## src/rtl/instr_fetch_stage.sv

```systemverilog
// Instruction fetch stage: owns the PC, talks to instruction memory over a
// req/rsp pair, and presents one decoded instruction at a time downstream.
module instr_fetch_stage #(
  parameter logic [31:0] RESET_PC  = 32'h0000_0000,
  parameter logic [31:0] NOP_INSTR = 32'h0000_0013
) (
  input  logic        clk,
  input  logic        rst,
  output logic        imem_req_valid,
  input  logic        imem_req_ready,
  output logic [31:0] imem_addr,
  input  logic        imem_rsp_valid,
  input  logic [31:0] imem_rsp_data,
  input  logic        redirect_valid,
  input  logic [31:0] redirect_pc,
  input  logic        stall,
  output logic [31:0] inst,
  output logic [31:0] inst_pc,
  output logic        inst_valid,
  output logic [6:0]  opcode,
  output logic [4:0]  rd,
  output logic [2:0]  funct3,
  output logic [4:0]  rs1,
  output logic [4:0]  rs2,
  output logic [6:0]  funct7
);

  typedef enum logic [1:0] {
    S_REQ,
    S_WAIT,
    S_DROP,
    S_HOLD
  } state_t;

  state_t      state;
  logic        req_q;
  logic [31:0] pc;
  logic [31:0] rpc;

  assign rpc            = {redirect_pc[31:2], 2'b00};
  assign imem_req_valid = req_q;
  assign imem_addr      = pc;

  assign opcode = inst[6:0];
  assign rd     = inst[11:7];
  assign funct3 = inst[14:12];
  assign rs1    = inst[19:15];
  assign rs2    = inst[24:20];
  assign funct7 = inst[31:25];

  always_ff @(posedge clk) begin
    if (rst) begin
      state      <= S_REQ;
      req_q      <= 1'b1;
      pc         <= RESET_PC;
      inst       <= NOP_INSTR;
      inst_pc    <= '0;
      inst_valid <= 1'b0;
    end else begin
      unique case (state)
        S_REQ: begin
          if (redirect_valid)
            pc <= rpc;
          // an accepted request under a redirect is already stale
          if (imem_req_ready) begin
            state <= redirect_valid ? S_DROP : S_WAIT;
            req_q <= 1'b0;
          end
        end
        S_WAIT: begin
          if (redirect_valid) begin
            pc <= rpc;
            if (imem_rsp_valid) begin
              state <= S_REQ;
              req_q <= 1'b1;
            end else begin
              state <= S_DROP;
            end
          end else if (imem_rsp_valid) begin
            inst       <= imem_rsp_data;
            inst_pc    <= pc;
            pc         <= pc + 32'd4;
            inst_valid <= 1'b1;
            state      <= S_HOLD;
          end
        end
        S_DROP: begin
          if (redirect_valid)
            pc <= rpc;
          if (imem_rsp_valid) begin
            state <= S_REQ;
            req_q <= 1'b1;
          end
        end
        S_HOLD: begin
          if (redirect_valid || !stall) begin
            inst_valid <= 1'b0;
            state      <= S_REQ;
            req_q      <= 1'b1;
            if (redirect_valid)
              pc <= rpc;
          end
        end
        default: begin
          state <= S_REQ;
          req_q <= 1'b1;
        end
      endcase
    end
  end

endmodule

```

## config.mk

```make
export PLATFORM = sky130hd
export DESIGN_NAME = instr_fetch_stage
export DESIGN_NICKNAME = d
export VERILOG_FILES = /design/src/rtl/instr_fetch_stage.sv
export SDC_FILE = /design/constraint.sdc
export NUM_CORES = 1
export LEC_CHECK = 0
export ABC_AREA = 0
export BUFFER_PORTS_ARGS = -buffer_cell sky130_fd_sc_hd__buf_2
export CELL_PAD_IN_SITES_DETAIL_PLACEMENT = 1
export CELL_PAD_IN_SITES_GLOBAL_PLACEMENT = 1
export CORE_UTILIZATION = 33
export CTS_CLUSTER_DIAMETER = 40
export DETAILED_ROUTE_END_ITERATION = 8
export PLACE_DENSITY_LB_ADDON = 0.1
export RECOVER_POWER = 50
export SLEW_MARGIN = 40
export SYNTH_ARGS = -nofsm -noshare
export SYNTH_HDL_FRONTEND = slang
export SYNTH_SLANG_ARGS = --single-unit
```

## constraint.sdc

```tcl
create_clock -name clk -period 2.1 [get_ports clk]
set_input_delay 0.315 -clock clk [delete_from_list [all_inputs] [get_ports clk]]
set_output_delay 0.315 -clock clk [all_outputs]
set_load 0.1 [all_outputs]
```

== Word level (Yosys, flattened, before mapping) ==
Index checks and enable logic that the tools add are counted.
Cells by class
  reductions and logical operators: 10
  mux-type cells: 22
  bitwise logic cells: 1
  add/sub/neg operators: 1
  eq/ne operators: 10
Operators with widths (number)
  32-bit two-way mux: 4
  32-bit one-hot mux with 3 select lines: 1
  32-bit by 3-bit adder with 32-bit output (second input constant): 1
  2-bit two-way mux: 7
  2-bit inequality test (second input constant): 6
  2-bit one-hot mux with 4 select lines: 1
  4-bit AND reduction: 2
  1-bit two-way mux: 7
  3-bit AND reduction: 2
  2-bit == test (second input constant): 2
  1-bit one-hot mux with 4 select lines: 1
  3-bit inequality test (second input constant): 1
  2-bit by 1-bit == test with 1-bit output (second input constant): 1
  2-bit logical NOT: 1
  1-bit one-hot mux with 2 select lines: 1
  2-bit AND reduction: 1
  2-bit nonzero test: 1
  2-bit OR reduction: 1
  1-bit logical NOT: 1
  1-bit logical OR: 1
  1-bit NOT: 1
Storage, ports and cells
  register bits: 100
  word-level logic and storage cells: 50
  output and inout bits: 130
  bits of input ports: 70

== Longest topological paths before layout ==
  depth in word-level cells: 4
  mapped depth: 10
  mapped depth without buffers: 7

== Worst setup path after synthesis ==
Ideal clock, no wire load.
  kind: register to register
  from: register pc[2], in the netlist imem_addr[2]
  to: register pc[26], in the netlist imem_addr[26]
  setup time: 0.079 ns
  data required time: 2.021 ns
  period minus slack after synthesis: 2.685 ns
  data arrival time: 2.606 ns
  cell stages (with the launch flop): 8
  path buffers: 1
  setup slack: -0.585 ns
  cells stage by stage: dfxtp_1 -> ha_1 -> nand4_2 -> nor4_2 -> buf_4 -> nand3_2 -> or3_1 -> o211ai_1
Between the ends
  word-level cells in the longest chain between the ends: 4
Ends and longest elaborated chain
  start: declaration: line 37  | logic [31:0] pc;
  start signal: assignment: line 63  | pc <= rpc;
  start signal: assignment: line 72  | pc <= rpc;
  start signal: assignment: line 82  | pc <= pc + 32'd4;
  32-bit by 3-bit adder with 32-bit output: line 82
  32-bit two-way mux: line 79  | end else if (imem_rsp_valid) begin
  32-bit two-way mux: line 71  | if (redirect_valid) begin
  32-bit one-hot mux with 3 select lines: line 60  | unique case (state)
No other way between the ends. The select of a mux whose other input is x is not followed.
A chain may end at the register's enable or synchronous reset.

== Worst setup path in the final report ==
  from: register pc[3], in the netlist imem_addr[3]
  to: register pc[30], in the netlist imem_addr[30]
Same word-level chain as after synthesis.

==> results.toml <==
[sta]
slew_headroom_pct = 21.9
worstMarginPinSlew_ns = 1.18
period_share_pct = 95.3
fmax_mhz = 500
layout_setup_ws_ns = 0.0988
holdWs_ns = 0.175
setup-violations-final = 0
finClkSkew_ns = 0.00658
period_minus_slack_ns = 2.00
finalHoldViolCount = 0
drv_slew = 0

[drt]
antenna_left = 0
drtIter0Drc = 159
wirelength_um = 15500
firstDrtPassIters = 4
wire_per_inst_um = 16.6
avgViaCountPerCell = 5.15
drcViolationCount = 0
vias = 4821

[pwr]
finalPower_mw = 4.75
p_leak_nw = 2.53
p_per_area_mw_per_mm2 = 806
ir_drop_uv = 402

[clocking]
cts_tree = "yes"
clk_latency_ns = 0.35
h-tree-depth = 3
postCtsHoldBufs = 0
clkTransAtPathRegs_ns = 0.07
clockRootBuffer = "clkbuf_16"
cts_buffers = 9
cts_sinks = 96
clockBufferDepth = 2

[cells_and_area]
fin_nets = 831
drive_gt1_share_pct = 36.1
mostFrequentLayoutCell = "nand2_1"
final_cell_count_no_fill = 936
area_delta_synth_final_pct = 27.1
ff_latch_area_mm2 = 0.00196
fin_area_mm2 = 0.00590
multiInputGateArea_mm2 = 0.00223
mostFrequentLayoutCells = "nand2_1, clkbuf_2, buf_2"
n_antenna_cell = 0
n_fill_cell = 1711

[synthesis]
syn_area_mm2 = 0.00464
synthCells = 598
yosys_warnings = 0
async_reset_ff_share_pct = 0
netlist.area_leader.share_pct = 41.4
synth_ff_type = "dfxtp_1"
synth-seq-area-share_pct = 41.4
synth_top_area_cell = "dfxtp_1"
synth_area_per_cell_um2 = 7.76
synth_edf_count = 0
synthTopCellsByArea = "dfxtp_1, nand2_1, a21oi_1"
yosys.cell_types.count = 64
yosys_register_bits = 96

[floorplan]
initial_core_util_pct = 34.5
die_x_um = 121
die_h_um = 121
rows = 42
io_pins = 200
core-area_mm2 = 0.0135
dieArea_mm2 = 0.0145

[status]
status = "completed"

[setup_path]
crit_path_max_fanout = 8
cp-end-kind = "register"
worstPathArrival_ns = 2.24
critPathKind = "reg -> reg"
cp_slowest_cell = "dfxtp_4"
start_kind = "register"
path_cells = "ha_2, nand4_4, nor4_2, buf_4, nand3_1, o311a_1, a2111oi_2"
worst-endpoint-required_ns = 2.34
cpPeakStageDelay_ns = 0.39

[place]
post-dp-hpwl_um = 11100
pre_cts_ws_ns = 0.0104
dpl_cell_area_mm2 = 0.00559
io_buffers = 193
gp_congestion = 0.768
dpl.cell_count = 918

[global_route]
overflow = 0
grt_pass1_vias = 4886
grt_pass1_wl_um = 24400
grt_max_degree = 35
grtUsageTotal_pct = 21.6
antenna_found_initial = 0

[flow_run]
cap_viol_max_count = 0

[hold_path]
hold_path_class = "in -> reg"
synthesized netlist by cell type, types with 3 or more instances:
library cell / instances
buf_1: 5
clkbuf_1: 28
nor2_1: 23
a211oi_1: 4
nand4_2: 4
and3_1: 8
o311ai_1: 4
a22o_1: 3
clkbuf_8: 3
o21ai_0: 14
a32o_1: 5
nand4_1: 5
buf_4: 38
ha_1: 6
or3_1: 5
a21oi_1: 78
o211ai_1: 5
a21o_1: 5
dfxtp_1: 96
nor3_1: 8
o21ai_1: 6
nand3_1: 27
a31oi_1: 6
nand2_1: 150
inv_1: 11
worst max-delay path, delay by kind of cell (launching register included):
family	cells	cell delay, ns
simple gates	3	0.47
buf+inv	1	0.18
fa+ha+maj	1	0.22
compound gates	2	0.63
flops	1	0.39
timing repair:
| item | 4_1_cts | 5_1_grt |
|---|---|---|
| setup endpoints to repair | 1 | 2 |
| gates resized for setup | 0 | 2 |
| buffers inserted | 2 | 0 |
flip-flops by register name (all words and copies together) (netlist names):
name,flops
state,2
inst_pc,30
imem_req_valid,1
inst,32
inst_valid,1
imem_addr,30
area by class of cell:
cell class	instances	area share (%)
multi-input combinational	416	37.8
sequential	96	33.2
timing repair buffer	219	19.6
clock buffer	12	4.35
tap	176	3.73
inverter	13	0.827
clock inverter	4	0.488
logic make-up (layout without fill, tap and decap cells):
kind of cell	count (synthesis)	in the layout	share of synthesized area, %
buffers and inverters	89	248	11.1
XOR/XNOR	2	2	0.378
AND/OR/NAND/NOR	254	254	25.5
flip-flops	96	96	41.4
adder cells (fa/ha/maj)	6	6	1.62
other	1	4	0.0808
multiplexers	1	1	0.216
AO/OA/AOI/OAI	149	149	19.7
path summary, 6_finish.rpt:
check	from	endpoint	slack (ns)	cells after the start
worst min register to register	inst_pc[22]	inst_pc[22]	0.46	2
worst max-delay path	imem_addr[3]	imem_addr[30]	0.1	7
worst max register to register	imem_addr[3]	imem_addr[30]	0.1	7
worst min-delay path	imem_rsp_data[0]	inst[0]	0.17	3
metrics by stage:
step / util, % / TNS, ns
after detailed placement: 41.6 / 0
after CTS: 43.8 / 0
after floorplan: - / 0
after global routing: 43.8 / -0.0125
final: 43.8 / 0
after global placement: 41.6 / 0
per-layer routing:
layer / up-vias / global-route usage (%) / part of all wire (%)
li1: 2334 / - / -
met1: 2346 / 25.8 / 44
met2: 127 / 38.6 / 51
met3: 14 / 4.25 / 4.5
met4: 0 / 6.64 / 1.1
met5: - / 0 / 0
power by group:
group          internal [mW]  switching, mW  total [mW]
combinational          0.236          0.920        1.16
clock                  0.869          0.729        1.60
sequential              1.90         0.0967        2.00
total                   3.00           1.75        4.75
No activity file was read; power rests on OpenSTA's default activity.
